<file path="src/rtl/i2s_tdm_slot_scheduler.sv">
// I2S/TDM frame-sync tracker and slot scheduler; locks to the LRCLK rising edge and emits one framed sample per enabled slot.
// Optional build macro I2S_TDM_FLYWHEEL_EN bridges a single missing frame edge while locked.
module i2s_tdm_slot_scheduler #(
    parameter int SLOT_WIDTH  = 24,
    parameter int SLOT_BITS   = 32,
    parameter int NUM_SLOTS   = 8,
    parameter int LOCK_FRAMES = 2
) (
    input  logic                                                    i2s_bclk,
    input  logic                                                    sys_rst,
    input  logic                                                    enable,
    input  logic                                                    i2s_lrclk,
    input  logic                                                    i2s_data,
    input  logic [NUM_SLOTS-1:0]                                    channel_mask,
    output logic [SLOT_WIDTH-1:0]                                   slot_data,
    output logic [((NUM_SLOTS > 1) ? $clog2(NUM_SLOTS) : 1)-1:0]    slot_idx,
    output logic                                                    slot_valid,
    output logic                                                    frame_start,
    output logic                                                    locked,
    output logic                                                    sync_lost,
    output logic [7:0]                                              err_count
);

    localparam int IDX_W  = (NUM_SLOTS > 1) ? $clog2(NUM_SLOTS) : 1;
    localparam int BIT_W  = $clog2(SLOT_BITS);
    localparam int GOOD_W = $clog2(LOCK_FRAMES + 1);

    typedef enum logic [1:0] {
        IDLE,
        HUNT,
        LOCKING,
        LOCKED
    } state_t;

    state_t                  state_q, state_d;
    logic [BIT_W-1:0]        bit_cnt_q, bit_cnt_d;
    logic [IDX_W-1:0]        slot_cnt_q, slot_cnt_d;
    logic [GOOD_W-1:0]       good_cnt_q, good_cnt_d;
    logic                    prev_lrclk_q;
    logic [SLOT_WIDTH-2:0]   shift_q;
    logic [SLOT_WIDTH-1:0]   shift_full;

    logic [SLOT_WIDTH-1:0]   slot_data_q, slot_data_d;
    logic [IDX_W-1:0]        slot_idx_q, slot_idx_d;
    logic                    slot_valid_q, slot_valid_d;
    logic                    frame_start_q, frame_start_d;
    logic                    locked_q, locked_d;
    logic                    sync_lost_q, sync_lost_d;
    logic [7:0]              err_count_q, err_count_d;

`ifdef I2S_TDM_FLYWHEEL_EN
    logic                    miss_q, miss_d;
`endif

    logic                    frame_edge;
    logic                    frame_end;
    logic                    capture_point;
    logic                    realign;
    logic                    loss;

    assign frame_edge    = ~prev_lrclk_q & i2s_lrclk;
    assign frame_end     = (slot_cnt_q == IDX_W'(NUM_SLOTS - 1)) && (bit_cnt_q == BIT_W'(SLOT_BITS - 1));
    assign capture_point = (bit_cnt_q == BIT_W'(SLOT_WIDTH - 1));
    assign shift_full    = {shift_q, i2s_data};

    always_ff @(posedge i2s_bclk or posedge sys_rst) begin
        if (sys_rst) begin
            state_q       <= IDLE;
            bit_cnt_q     <= '0;
            slot_cnt_q    <= '0;
            good_cnt_q    <= '0;
            prev_lrclk_q  <= 1'b0;
            shift_q       <= '0;
            slot_data_q   <= '0;
            slot_idx_q    <= '0;
            slot_valid_q  <= 1'b0;
            frame_start_q <= 1'b0;
            locked_q      <= 1'b0;
            sync_lost_q   <= 1'b0;
            err_count_q   <= '0;
`ifdef I2S_TDM_FLYWHEEL_EN
            miss_q        <= 1'b0;
`endif
        end else begin
            state_q       <= state_d;
            bit_cnt_q     <= bit_cnt_d;
            slot_cnt_q    <= slot_cnt_d;
            good_cnt_q    <= good_cnt_d;
            prev_lrclk_q  <= i2s_lrclk;
            shift_q       <= shift_full[SLOT_WIDTH-2:0];
            slot_data_q   <= slot_data_d;
            slot_idx_q    <= slot_idx_d;
            slot_valid_q  <= slot_valid_d;
            frame_start_q <= frame_start_d;
            locked_q      <= locked_d;
            sync_lost_q   <= sync_lost_d;
            err_count_q   <= err_count_d;
`ifdef I2S_TDM_FLYWHEEL_EN
            miss_q        <= miss_d;
`endif
        end
    end

    always_comb begin
        state_d       = state_q;
        bit_cnt_d     = bit_cnt_q + BIT_W'(1);
        slot_cnt_d    = slot_cnt_q;
        good_cnt_d    = good_cnt_q;
        frame_start_d = 1'b0;
        realign       = 1'b0;
        loss          = 1'b0;
`ifdef I2S_TDM_FLYWHEEL_EN
        miss_d        = miss_q;
`endif

        if (bit_cnt_q == BIT_W'(SLOT_BITS - 1)) begin
            bit_cnt_d  = '0;
            slot_cnt_d = (slot_cnt_q == IDX_W'(NUM_SLOTS - 1)) ? '0 : slot_cnt_q + IDX_W'(1);
        end

        case (state_q)
            IDLE: begin
                if (enable) begin
                    state_d = HUNT;
                end
            end
            HUNT: begin
                if (frame_edge) begin
                    realign    = 1'b1;
                    good_cnt_d = '0;
                    state_d    = LOCKING;
                end
            end
            LOCKING: begin
                if (frame_edge) begin
                    realign = 1'b1;
                    if (frame_end) begin
                        if (good_cnt_q == GOOD_W'(LOCK_FRAMES - 1)) begin
                            state_d       = LOCKED;
                            frame_start_d = 1'b1;
                            good_cnt_d    = '0;
                        end else begin
                            good_cnt_d = good_cnt_q + GOOD_W'(1);
                        end
                    end else begin
                        good_cnt_d = '0;
                    end
                end else if (frame_end) begin
                    state_d = HUNT;
                end
            end
            LOCKED: begin
                if (frame_edge) begin
                    realign = 1'b1;
                    if (frame_end) begin
                        frame_start_d = 1'b1;
`ifdef I2S_TDM_FLYWHEEL_EN
                        miss_d        = 1'b0;
`endif
                    end else begin
                        loss       = 1'b1;
                        good_cnt_d = '0;
                        state_d    = LOCKING;
                    end
                end else if (frame_end) begin
`ifdef I2S_TDM_FLYWHEEL_EN
                    // First missing edge is treated as a phantom aligned edge; pos simply wraps.
                    if (!miss_q) begin
                        miss_d = 1'b1;
                    end else begin
                        loss    = 1'b1;
                        state_d = HUNT;
                    end
`else
                    loss    = 1'b1;
                    state_d = HUNT;
`endif
                end
            end
            default: begin
                state_d = IDLE;
            end
        endcase

        if (realign) begin
            bit_cnt_d  = '0;
            slot_cnt_d = '0;
        end

        // A capture completing on the same posedge as a sync error is discarded.
        slot_valid_d = (state_q == LOCKED) && capture_point && channel_mask[slot_cnt_q] && !loss;
        slot_data_d  = slot_valid_d ? shift_full : slot_data_q;
        slot_idx_d   = slot_valid_d ? slot_cnt_q : slot_idx_q;
        sync_lost_d  = loss;
        err_count_d  = (loss && (err_count_q != 8'hFF)) ? err_count_q + 8'd1 : err_count_q;

        if (!enable) begin
            state_d       = IDLE;
            frame_start_d = 1'b0;
            slot_valid_d  = 1'b0;
            slot_data_d   = slot_data_q;
            slot_idx_d    = slot_idx_q;
            sync_lost_d   = 1'b0;
            err_count_d   = err_count_q;
        end

        locked_d = (state_d == LOCKED);
`ifdef I2S_TDM_FLYWHEEL_EN
        if (state_d != LOCKED) begin
            miss_d = 1'b0;
        end
`endif
    end

    assign slot_data   = slot_data_q;
    assign slot_idx    = slot_idx_q;
    assign slot_valid  = slot_valid_q;
    assign frame_start = frame_start_q;
    assign locked      = locked_q;
    assign sync_lost   = sync_lost_q;
    assign err_count   = err_count_q;

endmodule

</file>
<file path="config.mk">
export PLATFORM = sky130hd
export DESIGN_NAME = i2s_tdm_slot_scheduler
export DESIGN_NICKNAME = d
export VERILOG_FILES = /design/src/rtl/i2s_tdm_slot_scheduler.sv
export SDC_FILE = /design/constraint.sdc
export NUM_CORES = 1
export LEC_CHECK = 0
export BUFFER_PORTS_ARGS = -buffer_cell sky130_fd_sc_hd__buf_2
export CAP_MARGIN = 20
export CORE_UTILIZATION = 50
export DETAILED_ROUTE_END_ITERATION = 8
export PLACE_DENSITY = 0.73
export SLEW_MARGIN = 10
export SYNTH_ARGS = -nofsm -noshare
export SYNTH_HDL_FRONTEND = slang
export SYNTH_SLANG_ARGS = --single-unit
export TNS_END_PERCENT = 1
</file>
<file path="constraint.sdc">
create_clock -name i2s_bclk -period 3.1 [get_ports i2s_bclk]
set_input_delay 0.155 -clock i2s_bclk [delete_from_list [all_inputs] [get_ports i2s_bclk]]
set_output_delay 0.155 -clock i2s_bclk [all_outputs]
set_load 0.005 [all_outputs]
</file>
Yosys cells after proc, flatten, opt, wreduce, memory -nomap -nowiden
Cells that the tools add are included.

Bits in registers: 75. Bits of input ports: 13. Output and inout port bits: 39.

Add/sub/neg operators: 4. Magnitude comparators: 1. Equal/unequal tests: 13. Mux-type cells: 37. Bitwise gates (word level): 2. Reduce and logical (&&, ||, !) cells: 13.

Operator list (count): $mux W2 (14); $mux W1 (14); $eq A5 B5 Y1 const B (2); $mux W5 (2); $mux W3 (3); $add A8 B1 Y8 const B (1); $ne A2 B2 Y1 const B (4); $ne A8 B8 Y1 const B (1); $pmux W2 S4 (1); $eq A2 B2 Y1 const B (3); $pmux W2 S3 (1); $add A5 B1 Y5 const B (1); $logic_and A1 B1 Y1 (5); $reduce_and A5 Y1 (1); $eq A2 B1 Y1 const B (2); $lt A3 B4 Y1 const B (1); $reduce_and A2 Y1 (2); $add A3 B1 Y3 const B (1); $bmux W1 S3 (1); $eq A3 B3 Y1 const B (1); $reduce_bool A3 Y1 (1); $reduce_or A3 Y1 (1); $add A2 B1 Y2 const B (1); $logic_not A2 Y1 (1); other kinds (5) (5).

Longest topological paths before layout
Gate-level depths: netlist of run 1.

Depth after elaboration: 8. Mapped depth: 10.

Worst setup path before layout of run 1
Ideal clock, no wire load.

Path type: register to register. From: register bit_cnt_q[0]. To: register slot_data_q[0] (netlist: slot_data[0]). Data arrival time: 2.318 ns. Slack: 0.657 ns. Stages on the path, launching flop included: 11. Buffers on the path: 2. Clock period less this slack: 2.443 ns. Cells stage by stage: dfrtp_1 ha_1 and3_1 ha_1 buf_4 and2_4 xnor2_4 nand4_4 nor2_8 buf_8 mux2_4.

Cells in the longest elaborated chain, start to end: 8. Elaborated cells on any way between the ends: 12. Those cells by class: 2 x eq/ne; 4 x mux; 6 x reduce/logical.

RTL lines: start, declared (line 36) `logic [BIT_W-1:0] bit_cnt_q, bit_cnt_d;`; start signal, assigned (line 86) `bit_cnt_q <= bit_cnt_d;`; $eq A5 B5 Y1 (line 62) `assign frame_end = (slot_cnt_q == IDX_W'(NUM_SLOTS - 1)) && (bit_cnt_q == BIT_W'(SLOT_BITS - 1));`; $logic_and A1 B1 Y1 (line 62); $mux W1, on equally long branches (line 165, 155); $mux W1 (line 153) `if (frame_edge) begin`; $mux W1 (line 121) `case (state_q)`; $logic_not A1 Y1 (line 191) `slot_valid_d = (state_q == LOCKED) && capture_point && channel_mask[slot_cnt_q] && !loss;`; $logic_and A1 B1 Y1 * (line 191); $reduce_and A2 Y1 (no line) *; end signal, assigned (line 91) `slot_data_q <= slot_data_d;`; end, declared (line 43) `logic [SLOT_WIDTH-1:0] slot_data_q, slot_data_d;`.

Every way passes the cells marked *; elsewhere a longest branch is shown, timed or not. A chain may end at the register's enable or synchronous reset.

Worst setup path in the final report of run 1
From: register bit_cnt_q[0]. To: register slot_data_q[3] (netlist: slot_data[3]).

Same word-level chain as after synthesis.

==> results of run 1 <==
layer usage:
metal / routed length, um / share of wire [%] / up-vias / track usage [%]
li1: - / - / 796 / -
met1: 2287 / 50 / 793 / 24.22
met2: 2019 / 44 / 43 / 23.39
met3: 164 / 3.6 / 11 / 4.302
met4: 120 / 2.6 / 0 / 10.93
met5: 0 / 0 / - / 0
timing repair:
action | CTS | global route
resized for setup | 0 | 0
hold buffers | 3 | 0
endpoints found under the hold margin | 20 | 0
power by group:
group | internal (mW) | switching [mW] | leakage (nW) | total [mW]
clock | 0.451 | 0.343 | 0.109 | 0.794
combinational | 0.0641 | 0.0644 | 0.718 | 0.128
sequential | 1.03 | 0.0446 | 0.981 | 1.08
through the flow:
| stage | instances | power (mW) |
|---|---|---|
| after floorplan | 188 | 1.179 |
| after global placement | 310 | 1.218 |
| after detailed placement | 310 | 1.222 |
| after CTS | 329 | 2.022 |
| after global routing | 329 | 2.096 |
| final | 329 | 1.998 |
worst reg2reg max path, cell delays in order (launching register included):
cell and delay (ns):
sky130_fd_sc_hd__dfrtp_1 0.40, sky130_fd_sc_hd__ha_1 0.24, sky130_fd_sc_hd__and3_1 0.19, sky130_fd_sc_hd__ha_1 0.20
sky130_fd_sc_hd__and2_4 0.17, sky130_fd_sc_hd__xnor2_4 0.25, sky130_fd_sc_hd__nand4_4 0.16, sky130_fd_sc_hd__nor2_8 0.24
sky130_fd_sc_hd__buf_12 0.22, sky130_fd_sc_hd__mux2_1 0.34
sequential cells by signal, indices dropped and copies added, names as in the netlist:
| signal | flops |
|---|---|
| slot_data | 24 |
| good_cnt_q | 2 |
| slot_idx | 3 |
| frame_start | 1 |
| err_count | 8 |
| state_q | 2 |
| prev_lrclk_q | 1 |
| slot_cnt_q | 3 |
| bit_cnt_q | 5 |
| locked | 1 |
| shift_q | 23 |
| sync_lost | 1 |
| slot_valid | 1 |
path summary, 6_finish.rpt:
check                             start            end  slack, ns
hold reg to reg              shift_q[8]     shift_q[9]       0.37
hold / removal                   enable     state_q[0]       0.08
min in group asynchronous       sys_rst   err_count[5]       0.35
setup / recovery           bit_cnt_q[0]   slot_data[3]       0.58
max in group asynchronous       sys_rst  slot_data[22]       1.74
setup reg to reg           bit_cnt_q[0]   slot_data[3]       0.58
area by class of cell:
class                           count  area, sq um
Tap cell                           72        90.09
Inverter                            3        11.26
Clock inverter                      7        91.34
Clock buffer                        9        123.9
Sequential cell                    75         1877
Fill cell                         426         2064
Timing Repair Buffer               57        320.3
Multi-Input combinational cell    106        996.0
synthesized netlist by cell type, types with 2 or more instances:
cell and instances:
sky130_fd_sc_hd__a21oi_1 3, sky130_fd_sc_hd__and3_1 3, sky130_fd_sc_hd__and4_1 3, sky130_fd_sc_hd__buf_8 2
sky130_fd_sc_hd__dfrtp_1 75, sky130_fd_sc_hd__ha_1 5, sky130_fd_sc_hd__inv_1 3, sky130_fd_sc_hd__mux2_1 8
sky130_fd_sc_hd__mux2_4 19, sky130_fd_sc_hd__mux2i_1 5, sky130_fd_sc_hd__nand2_1 7, sky130_fd_sc_hd__nand3_1 6
sky130_fd_sc_hd__nand4_1 2, sky130_fd_sc_hd__nor2_1 8, sky130_fd_sc_hd__nor2b_1 2, sky130_fd_sc_hd__nor3_1 5
sky130_fd_sc_hd__o21ai_0 3, sky130_fd_sc_hd__xnor2_1 6, sky130_fd_sc_hd__xor2_1 3
cells by family after synthesis:
group,synth area share [%]
xor+xnor,3.634
flops,64.13
buf+inv,1.838
mux,15.69
compound gates,2.437
fa+ha+maj,2.138
simple gates,10.13
cell usage in the layout, fill, tap and decap left out, types with 2 or more instances in the layout:
| cell | n |
|---|---|
| sky130_fd_sc_hd__mux2i_1 | 5 |
| sky130_fd_sc_hd__nor3_1 | 5 |
| sky130_fd_sc_hd__mux2_1 | 8 |
| sky130_fd_sc_hd__xor2_1 | 3 |
| sky130_fd_sc_hd__mux2_4 | 19 |
| sky130_fd_sc_hd__clkinv_2 | 3 |
| sky130_fd_sc_hd__nand3_1 | 6 |
| sky130_fd_sc_hd__inv_1 | 2 |
| sky130_fd_sc_hd__nor2b_1 | 2 |
| sky130_fd_sc_hd__and3_1 | 3 |
| sky130_fd_sc_hd__o21ai_0 | 3 |
| sky130_fd_sc_hd__bufinv_16 | 2 |
| sky130_fd_sc_hd__a21oi_1 | 3 |
| sky130_fd_sc_hd__ha_1 | 5 |
| sky130_fd_sc_hd__and4_1 | 3 |
| sky130_fd_sc_hd__buf_4 | 2 |
| sky130_fd_sc_hd__dlygate4sd3_1 | 3 |
| sky130_fd_sc_hd__nand4_1 | 2 |
| sky130_fd_sc_hd__nor2_1 | 8 |
| sky130_fd_sc_hd__xnor2_1 | 6 |
| sky130_fd_sc_hd__nand2_1 | 7 |
| sky130_fd_sc_hd__buf_2 | 51 |
| sky130_fd_sc_hd__clkbuf_8 | 9 |
| sky130_fd_sc_hd__dfrtp_1 | 75 |
==> Implementation_results.wiki, run 1 <==
{| class="wikitable"
! Metric !! Value
|-
| Status || finished, final reports clean
|-
| Count of flip-flops with a built-in enable after synthesis || 0
|-
| Setup repair after global routing missed its margin || no
|-
| Number of buffers created by CTS || 9
|-
| Vias per std cell || 4.994
|-
| Depth of the worst register-to-register path || 9
|-
| Placed cell areas || 3264 sq um
|-
| Largest stage delay on the critical path || 0.40 ns
|-
| Most instantiated flip-flop cell in the synthesis netlist || sky130_fd_sc_hd__dfrtp_1
|-
| Warning count from the yosys run || 0
|-
| Delay-heaviest family, CP || simple AND/OR/NAND/NOR gates
|-
| Worst-path cell with the longest stage delay || sky130_fd_sc_hd__dfrtp_1
|-
| Global-route wire length before repair || 7928 um
|-
| Max cap viols || 0
|-
| Worst path most repeated cell || sky130_fd_sc_hd__ha_1
|-
| Height of the chip || 78.51 um
|-
| Net count of the mapped netlist || 206
|-
| Setup repair bufs after CTS || 0
|-
| Final weighted congestion of routability-driven global placement || 0.8300
|-
| Required @ worst endpoint || 3.32 ns
|-
| Setup TNS || 0 ns
|-
| Buffer and inverter count on the worst path || 1
|-
| Core region area || 5574 sq um
|-
| Worst Setup Slack, final || 0.5840 ns
|-
| Total stage count of the critical path || 9
|-
| Worst path arrival time || 2.73 ns
|-
| Number of global-route vias before repair || 1676
|-
| Cell Rows || 27
|-
| Area grow syn2layout || 19.92%
|-
| Worst hold path stage count || 2
|-
| Total grt overflow || 0
|-
| Initial antenna violation count || 0
|-
| Proportion of layout cells with a drive suffix above 1 || 38.13%
|-
| Port buffer count || 51
|-
| Die Outline Area || 6163 sq um
|-
| Rel. slew slack || 55.06%
|-
| Horiz. Die Dim || 78.51 um
|-
| Maximum buffer depth of the clock tree || 2
|-
| Final setup skew || 0.008612 ns
|-
| Sum of net half-perimeters after detailed placement || 3134 um
|-
| Number of DRC markers after the initial detailed-route iteration || 72
|-
| Worst supply voltage drop on vdd || 0.3770 mV
|-
| Final layout net count || 270
|-
| Sink count of the clock tree || 75
|-
| Final period demand of the worst path || 2.516 ns
|-
| Share of flip-flops with an asynchronous set or reset || 100.0%
|-
| Initial Util || 52.50%
|-
| H-tree depth || 3
|-
| Summed instance area of the synthesized netlist || 2927 sq um
|-
| Gate count after technology mapping || 188
|-
| Final period utilization || 81.16%
|-
| Synth area leaders || sky130_fd_sc_hd__dfrtp_1, sky130_fd_sc_hd__mux2_4, sky130_fd_sc_hd__mux2_1
|-
| Worst-margin pin slew || 0.6741 ns
|-
| Final Hold Slack || 0.07979 ns
|-
| Maximum number of pins on one net before global-route repair || 58
|-
| Post-route design area || 3510 sq um
|-
| Clock transition time at the flip-flop clock pins of the worst setup and hold paths || 0.08 ns
|-
| Endpoints failing hold || 0
|-
| Antenna Nets Post-Route || 0
|-
| Post-synth cell types || 39
|-
| Max-slew violations || 0
|-
| Final count of negative-setup-slack endpoints || 0
|-
| Boundary Pins || 52
|-
| Pre-CTS setup slack || 0.5662 ns
|-
| Worst-Skew Late Latency || 0.33 ns
|-
| Register bit count reported by yosys || 75
|-
| Power density over the cells || 569.3 nW/um^2
|-
| Total DRC errors in the routed layout || 0
|-
| Mean cell area of the mapped netlist || 15.57 sq um
|-
| TritonCTS clock tree || yes
|-
| Area share of the leading cell type in the synthesized netlist || 64.13%
|-
| Maximum clock rate || 397.5 MHz
|-
| Number of iterations in the first detailed-routing pass || 4
|-
| Worst path cell trace || ha_1, and3_1, ha_1, and2_4, xnor2_4, nand4_4, nor2_8, buf_12, mux2_1
|-
| Global routing usage summed across all routing layers || 17.12%
|-
| Root Buffer || sky130_fd_sc_hd__clkbuf_8
|-
| Total Routed Length || 4592 um
|-
| Static power due to leakage || 1.809 nW
|-
| Worst Setup Path Type || flop to flop
|-
| Core utilization of the finished layout || 62.96%
|-
| ANT cells || 0
|-
| Path category of the worst min-delay check || input pin to flop
|-
| Startpoint Class || flop
|-
| Total via count in the routed design || 1643
|-
| Largest fanout of any net on the critical path || 18
|-
| Routed wire per std cell || 13.96 um
|-
| Endpoint type of the worst setup path || flop
|-
| Library cell occupying the most area in the post-synthesis netlist || sky130_fd_sc_hd__dfrtp_1
|-
| Part of the Yosys area used for sequential elements || 64.13%
|}
Note: power is estimated with default switching activity, not from simulation.
==> run 2, diff against run 1 <==
ABC_AREA = 1   (was unset)
CORE_UTILIZATION = 49   (was 50)
PLACE_DENSITY = 0.74   (was 0.73)
clock period = 2 ns   (was 3.1 ns; I/O delays follow)
==> Implementation_results.wiki, run 2 <==
{| class="wikitable"
! Metric !! Value
|-
| Worst-Skew Late Latency || 0.34 ns
|-
| Vias per std cell || 5.193
|-
| Sink count of the clock tree || 75
|-
| Worst path cell trace || ha_1, ha_1, nand2_2, inv_2, nand2_4, nand2_4, nor2_8, buf_12, nand3_4, nand2_1, nand2_1
|-
| Met2 WL post-DR || 3061 um
|-
| Mean cell area of the mapped netlist || 9.989 sq um
|-
| Leading cell types in the layout, fill and taps excluded || sky130_fd_sc_hd__nand2_1, sky130_fd_sc_hd__dfrtp_1, sky130_fd_sc_hd__buf_2
|-
| Buffer and inverter count on the worst path || 2
|-
| Final setup skew || 0.006060 ns
|-
| Total grt overflow || 0
|-
| Number of filler instances in the final layout || 508
|-
| Required @ worst endpoint || 2.24 ns
|-
| Port buffer count || 51
|-
| Boundary Pins || 52
|-
| Sum of net half-perimeters after detailed placement || 3857 um
|-
| Gate count after technology mapping || 298
|-
| Rel. slew slack || 62.85%
|-
| Proportion of layout cells with a drive suffix above 1 || 27.47%
|-
| Final weighted congestion of routability-driven global placement || 0.8450
|-
| Met1 layer wirelength in the final routing || 2692 um
|-
| Total via count in the routed design || 2337
|-
| Worst path arrival time || 2.14 ns
|-
| Share of flip-flops with an asynchronous set or reset || 100.0%
|-
| Met3 WL || 334 um
|-
| Placed cell count || 422
|-
| Final period utilization || 95.07%
|-
| Endpoints failing hold || 0
|-
| Area grow syn2layout || 27.03%
|-
| Number of global-route vias before repair || 2237
|-
| Maximum clock rate || 525.9 MHz
|-
| Core region area || 5886 sq um
|-
| Area share of the leading cell type in the synthesized netlist || 63.05%
|-
| Number of flip-flops under the largest register name || 24
|-
| Most frequent cells after synthesis || sky130_fd_sc_hd__nand2_1, sky130_fd_sc_hd__dfrtp_1, sky130_fd_sc_hd__nand4_1
|-
| Most repeated cell in the gate-level netlist after synthesis || sky130_fd_sc_hd__nand2_1
|-
| Status || finished, final reports clean
|-
| Largest stage delay on the critical path || 0.46 ns
|-
| Power density over the cells || 871.1 nW/um^2
|-
| Register bit count reported by yosys || 75
|-
| Endpoint type of the worst setup path || flop
|-
| Summed instance area of the synthesized netlist || 2977 sq um
|-
| Most common cell after layout, fill and taps aside || sky130_fd_sc_hd__nand2_1
|-
| Worst Setup Slack, final || 0.09865 ns
|-
| Global routing usage summed across all routing layers || 21.68%
|-
| Most instantiated flip-flop cell in the synthesis netlist || sky130_fd_sc_hd__dfrtp_1
|-
| Height of the chip || 79.94 um
|-
| Net count of the mapped netlist || 316
|-
| Number of buffers created by CTS || 9
|-
| Global-route wire length before repair || 10350 um
|-
| Worst-margin pin slew || 0.5560 ns
|-
| Setup repair after global routing missed its margin || yes
|-
| Initial Util || 50.57%
|-
| Clock transition time at the flip-flop clock pins of the worst setup and hold paths || 0.08 ns
|-
| Horiz. Die Dim || 79.94 um
|-
| Root Buffer || sky130_fd_sc_hd__clkbuf_8
|-
| Routed wire per std cell || 13.77 um
|-
| Pre-CTS setup slack || -0.09888 ns
|-
| Sum of internal, switching and leakage power || 3.294 mW
|-
| Maximum buffer depth of the clock tree || 2
|-
| TritonCTS clock tree || yes
|-
| Worst supply voltage drop on vdd || 0.5404 mV
|-
| Worst Setup Path Type || flop to flop
|-
| Part of the Yosys area used for sequential elements || 63.05%
|-
| Largest fanout of any net on the critical path || 7
|-
| Die Outline Area || 6390 sq um
|-
| Path category of the worst min-delay check || input pin to flop
|-
| Max-slew violations || 0
|-
| Worst-path cell with the longest stage delay || sky130_fd_sc_hd__dfrtp_1
|-
| Number of DRC markers after the initial detailed-route iteration || 208
|-
| Antenna Nets Post-Route || 0
|-
| Total Routed Length || 6198 um
|-
| Total DRC errors in the routed layout || 0
|-
| Delay-heaviest family, CP || simple AND/OR/NAND/NOR gates
|-
| Post-route non-filler standard cell count || 450
|-
| Startpoint Class || flop
|-
| Post-synth cell types || 24
|-
| Warning count from the yosys run || 0
|-
| Count of flip-flops with a built-in enable after synthesis || 0
|-
| H-tree depth || 3
|-
| Initial antenna violation count || 0
|-
| Seq. cell area || 1877 sq um
|-
| Final period demand of the worst path || 1.901 ns
|-
| Static power due to leakage || 2.036 nW
|-
| Final count of negative-setup-slack endpoints || 0
|-
| ANT cells || 0
|-
| Number of iterations in the first detailed-routing pass || 4
|-
| Setup TNS || 0 ns
|-
| Library cell occupying the most area in the post-synthesis netlist || sky130_fd_sc_hd__dfrtp_1
|-
| Cell Rows || 28
|-
| Highest metal layer used by the detailed router || met4
|-
| Final layout net count || 388
|-
| Area of combinational cells with multiple inputs || 1054 sq um
|-
| Max cap viols || 0
|-
| Synth area leaders || sky130_fd_sc_hd__dfrtp_1, sky130_fd_sc_hd__nand2_1, sky130_fd_sc_hd__nand4_1
|-
| Maximum number of pins on one net before global-route repair || 52
|}
[run 2: cell count changes after synthesis, moves of 4 or more]
cell                      before  now
sky130_fd_sc_hd__nand2_1       7  102
sky130_fd_sc_hd__nand4_1       2   28
sky130_fd_sc_hd__mux2_4       19    0
sky130_fd_sc_hd__inv_1         3   18
sky130_fd_sc_hd__nor2_1        8   20
sky130_fd_sc_hd__mux2_1        8    0
sky130_fd_sc_hd__nand3_1       6   12
sky130_fd_sc_hd__buf_2         1    6
sky130_fd_sc_hd__mux2i_1       5    0
sky130_fd_sc_hd__nand2_2       0    4
sky130_fd_sc_hd__nor3_1        5    1
[run 2: worst min-delay path: stages]
cell                      delay (ns)
sky130_fd_sc_hd__buf_2          0.13
sky130_fd_sc_hd__nand3_1        0.08
sky130_fd_sc_hd__a21oi_1        0.04
[run 2: per-layer routing]
metal,global-route usage [%],vias up
met5,0,-
met4,10.00,0
met3,5.143,12
met2,35.04,78
met1,27.55,1125
li1,-,1122
[run 2: layout make-up]
class / instances / share of cell area [%]
Clock inverter: 7 / 2.449
Clock buffer: 9 / 3.276
Inverter: 21 / 2.184
Multi-Input combinational cell: 197 / 27.86
Tap cell: 75 / 2.482
Sequential cell: 75 / 49.64
Timing Repair Buffer: 66 / 12.11
[run 2: repair_timing]
item | in CTS | in global routing
hold buffers | 3 | 0
gates resized for setup | 6 | 9
cloned | 4 | 0
pin swaps | 2 | 3
hold endpoints to repair | 26 | 0
setup endpoints to repair | 27 | 33
setup buffers | 4 | 1
[run 2: final timing paths]
| path | start | depth (start not counted) | slack, ns | endpoint |
|---|---|---|---|---|
| max in group asynchronous | sys_rst | 4 | 1.03 | slot_data[4] |
| hold reg to reg | shift_q[13] | 0 | 0.38 | shift_q[14] |
| setup reg to reg | slot_cnt_q[1] | 11 | 0.1 | slot_data[16] |
| setup / recovery | slot_cnt_q[1] | 11 | 0.1 | slot_data[16] |
| hold / removal | enable | 3 | 0.04 | frame_start |
| min in group asynchronous | sys_rst | 3 | 0.35 | slot_cnt_q[0] |
[run 2: where the power goes]
group / internal (mW) / switching [mW] / leakage [nW]
sequential: 1.61 / 0.0680 / 0.974
combinational: 0.149 / 0.214 / 0.949
clock: 0.700 / 0.553 / 0.113
total: 2.46 / 0.835 / 2.04
[run 2: through the flow]
| step | utilization, % | instance area, sq um | hold slack (ns) |
|---|---|---|---|
| floorplan | - | 2980 | 0.1314 |
| global placement | 57.08 | 3359 | 0.1830 |
| detailed placement | 57.08 | 3359 | 0.1912 |
| CTS | 63.69 | 3749 | 0.03042 |
| global route | 64.24 | 3781 | 0.05215 |
| finish | 64.24 | 3781 | 0.04289 |
[run 2: logic make-up (layout without fill, tap and decap cells)]
group / after synthesis / after routing / synth area share [%]
XOR/XNOR: 8 / 8 / 2.354
AO/OA/AOI/OAI: 9 / 9 / 1.724
AND/OR/NAND/NOR: 172 / 175 / 26.36
flip-flops: 75 / 75 / 63.05
adder cells (fa/ha/maj): 5 / 5 / 2.102
buffers and inverters: 29 / 103 / 4.413
==> run 3, diff against run 2 <==
CORE_MARGIN = 2   (was unset)
==> Implementation_results.wiki, run 3 (same netlist as run 2, synthesis figures left out) <==
{| class="wikitable"
! Metric !! Value
|-
| Most common cell after layout, fill and taps aside || sky130_fd_sc_hd__nand2_1
|-
| Leading cell types in the layout, fill and taps excluded || sky130_fd_sc_hd__nand2_1, sky130_fd_sc_hd__dfrtp_1, sky130_fd_sc_hd__buf_2
|-
| Rel. slew slack || 62.60%
|-
| Final period demand of the worst path || 1.918 ns
|-
| Number of flip-flops under the largest register name || 24
|-
| Global routing usage summed across all routing layers || 19.36%
|-
| Depth of the worst register-to-register path || 12
|-
| Post-route non-filler standard cell count || 449
|-
| Max-slew violations || 0
|-
| Power density over the cells || 902.9 nW/um^2
|-
| Final setup skew || 0.01202 ns
|-
| Delay-heaviest family, CP || simple AND/OR/NAND/NOR gates
|-
| Number of buffers created by CTS || 9
|-
| Number of iterations in the first detailed-routing pass || 4
|-
| Reg2reg start || bit_cnt_q[0]
|-
| Worst path most repeated cell || sky130_fd_sc_hd__nand2_2
|-
| Routed wire per std cell || 14.78 um
|-
| Proportion of total power due to net switching || 25.35%
|-
| Number of DRC markers after the initial detailed-route iteration || 123
|-
| Final layout net count || 387
|-
| Placed cell count || 422
|-
| Worst Setup Path Type || flop to flop
|-
| Endpoint type of the worst setup path || flop
|-
| Maximum number of pins on one net before global-route repair || 52
|-
| Portion of total power attributed to sequential cells || 48.6%
|-
| Worst supply voltage drop on vdd || 0.7033 mV
|-
| Worst-margin pin slew || 0.5598 ns
|-
| Core region area || 5886 sq um
|-
| Worst-path cell with the longest stage delay || sky130_fd_sc_hd__dfrtp_1
|-
| Combinational cell fraction of total power || 10.1%
|-
| Worst path cell trace || ha_2, nand2_2, nor2_1, ha_2, nand2_4, nand2_2, nand2_4, nor2_8, buf_12, nand3_4, nand2_2, nand2_1
|-
| Terminating pin of the worst hold path || frame_start
|-
| Worst reg2reg setup slack || 0.08 ns
|-
| Final weighted congestion of routability-driven global placement || 0.8206
|-
| Total Routed Length || 6635 um
|-
| Die Outline Area || 6714 sq um
|-
| Worst hold path stage count || 3
|-
| Maximum buffer depth of the clock tree || 2
|-
| Core utilization of the finished layout || 65.11%
|-
| Required @ worst endpoint || 2.24 ns
|-
| Path category of the worst min-delay check || input pin to flop
|-
| Proportion of layout cells with a drive suffix above 1 || 28.88%
|-
| Height of the chip || 81.94 um
|-
| Boundary Pins || 52
|-
| Max cap viols || 0
|-
| Number of global-route vias before repair || 2123
|-
| Endpoints failing hold || 0
|-
| Met1 layer wirelength in the final routing || 2961 um
|-
| Buffer and inverter count on the worst path || 1
|-
| Cell internal pwr || 2.583 mW
|-
| Worst reg2reg path endpoint || slot_idx[0]
|-
| Root Buffer || sky130_fd_sc_hd__clkbuf_8
|-
| Startpoint of the tightest hold check path || enable
|-
| Antenna Nets Post-Route || 0
|-
| Worst-Skew Late Latency || 0.35 ns
|-
| Horiz. Die Dim || 81.94 um
|-
| Largest stage delay on the critical path || 0.38 ns
|-
| Sw Pwr || 0.8773 mW
|-
| Met3 WL || 301 um
|-
| Initial antenna violation count || 0
|-
| Number of filler instances in the final layout || 501
|-
| Port buffer count || 51
|-
| Initial Util || 50.57%
|-
| ANT cells || 0
|-
| Area grow syn2layout || 28.75%
|-
| Total grt overflow || 0
|-
| Total DRC errors in the routed layout || 0
|-
| Clock share of power || 41.3%
|-
| Status || finished, final reports clean
|-
| Vias per std cell || 5.187
|-
| Total via count in the routed design || 2329
|-
| Startpoint Class || flop
|-
| Static power due to leakage || 2.058 nW
|-
| Sum of net half-perimeters after detailed placement || 3859 um
|-
| Maximum clock rate || 521.2 MHz
|-
| Sink count of the clock tree || 75
|-
| Largest fanout of any net on the critical path || 7
|-
| Highest metal layer used by the detailed router || met4
|-
| H-tree depth || 3
|-
| Final period utilization || 95.92%
|-
| Global-route wire length before repair || 9673 um
|-
| Clock transition time at the flip-flop clock pins of the worst setup and hold paths || 0.08 ns
|-
| TritonCTS clock tree || yes
|-
| Met2 WL post-DR || 3287 um
|-
| Final count of negative-setup-slack endpoints || 0
|-
| Cell Rows || 28
|-
| Worst path arrival time || 2.15 ns
|}
-- run 3: changes by cell type in the layout (fill, tap and decap cells not counted), moves of 2 or more --
cell	previous run	this run
sky130_fd_sc_hd__inv_6	0	2
sky130_fd_sc_hd__clkinv_2	3	0
sky130_fd_sc_hd__clkbuf_16	0	2
sky130_fd_sc_hd__nand2_2	9	13
sky130_fd_sc_hd__buf_4	6	4
sky130_fd_sc_hd__nand2_1	95	90
-- run 3: what timing repair did --
| action | CTS | global route |
|---|---|---|
| hold buffers | 3 | 0 |
| cloned | 0 | 6 |
| hold endpoints to repair | 26 | 0 |
| setup endpoints to repair | 27 | 36 |
| setup buffers | 0 | 2 |
| pin swaps | 0 | 5 |
| resized for setup | 0 | 22 |
-- run 3: layout make-up --
type | count | area, sq um | share of cell area, %
inverters | 21 | 85.08 | 2.220
clock buffers | 9 | 123.9 | 3.232
clock inverters | 7 | 123.9 | 3.232
multi-input cells | 197 | 1071 | 27.95
flip-flops and latches | 75 | 1878 | 49.00
well taps | 75 | 93.84 | 2.449
repair buffers | 65 | 456.7 | 11.92
-- run 3: worst register-to-register path, cell delays in order (launching register included) --
cell,delay (ns)
sky130_fd_sc_hd__dfrtp_1,0.38
sky130_fd_sc_hd__ha_2,0.19
sky130_fd_sc_hd__nand2_2,0.06
sky130_fd_sc_hd__nor2_1,0.10
sky130_fd_sc_hd__ha_2,0.21
sky130_fd_sc_hd__nand2_4,0.07
sky130_fd_sc_hd__nand2_2,0.09
sky130_fd_sc_hd__nand2_4,0.08
sky130_fd_sc_hd__nor2_8,0.12
sky130_fd_sc_hd__buf_12,0.15
sky130_fd_sc_hd__nand3_4,0.18
sky130_fd_sc_hd__nand2_2,0.12
sky130_fd_sc_hd__nand2_1,0.06
-- run 3: metrics by stage --
stage	area [sq um]	setup WS, ns	power (mW)	hold WS (ns)	TNS (ns)
5_1_grt	3832	-0.03280	3.610	0.07109	-0.05166
2_1_floorplan	2980	0.08808	1.908	0.1314	0
6_report	3832	0.08152	3.460	0.04525	0
3_5_place_dp	3359	-0.05509	2.028	0.1832	-0.7306
3_3_place_gp	3359	0.01607	2.014	0.1892	0
4_1_cts	3637	-0.06968	3.457	0.02566	-1.072
-- run 3: worst max path at each step --
stage,endpoint,cells after the start,startpoint
after global placement,slot_data[5],12,bit_cnt_q[0]
after floorplan,slot_idx[0],13,bit_cnt_q[0]
after detailed placement,slot_idx[0],12,bit_cnt_q[0]
after CTS,slot_idx[0],12,bit_cnt_q[0]
after global routing,slot_idx[2],12,bit_cnt_q[0]
final,slot_idx[0],12,bit_cnt_q[0]
-- run 3: power groups by stage --
stage	Clock, mW	Sequential, mW	Combinational [mW]
CTS	1.45	1.68	0.331
detailed placement	0	1.70	0.324
global placement	0	1.70	0.312
global route	1.52	1.69	0.398
floorplan	0	1.70	0.211
finish	1.43	1.68	0.350
-- run 3: layer usage --
layer,up-vias,track usage (%)
met1,1139,25.49
met3,7,4.176
met2,61,30.65
met4,0,9.000
li1,1122,-
met5,-,0
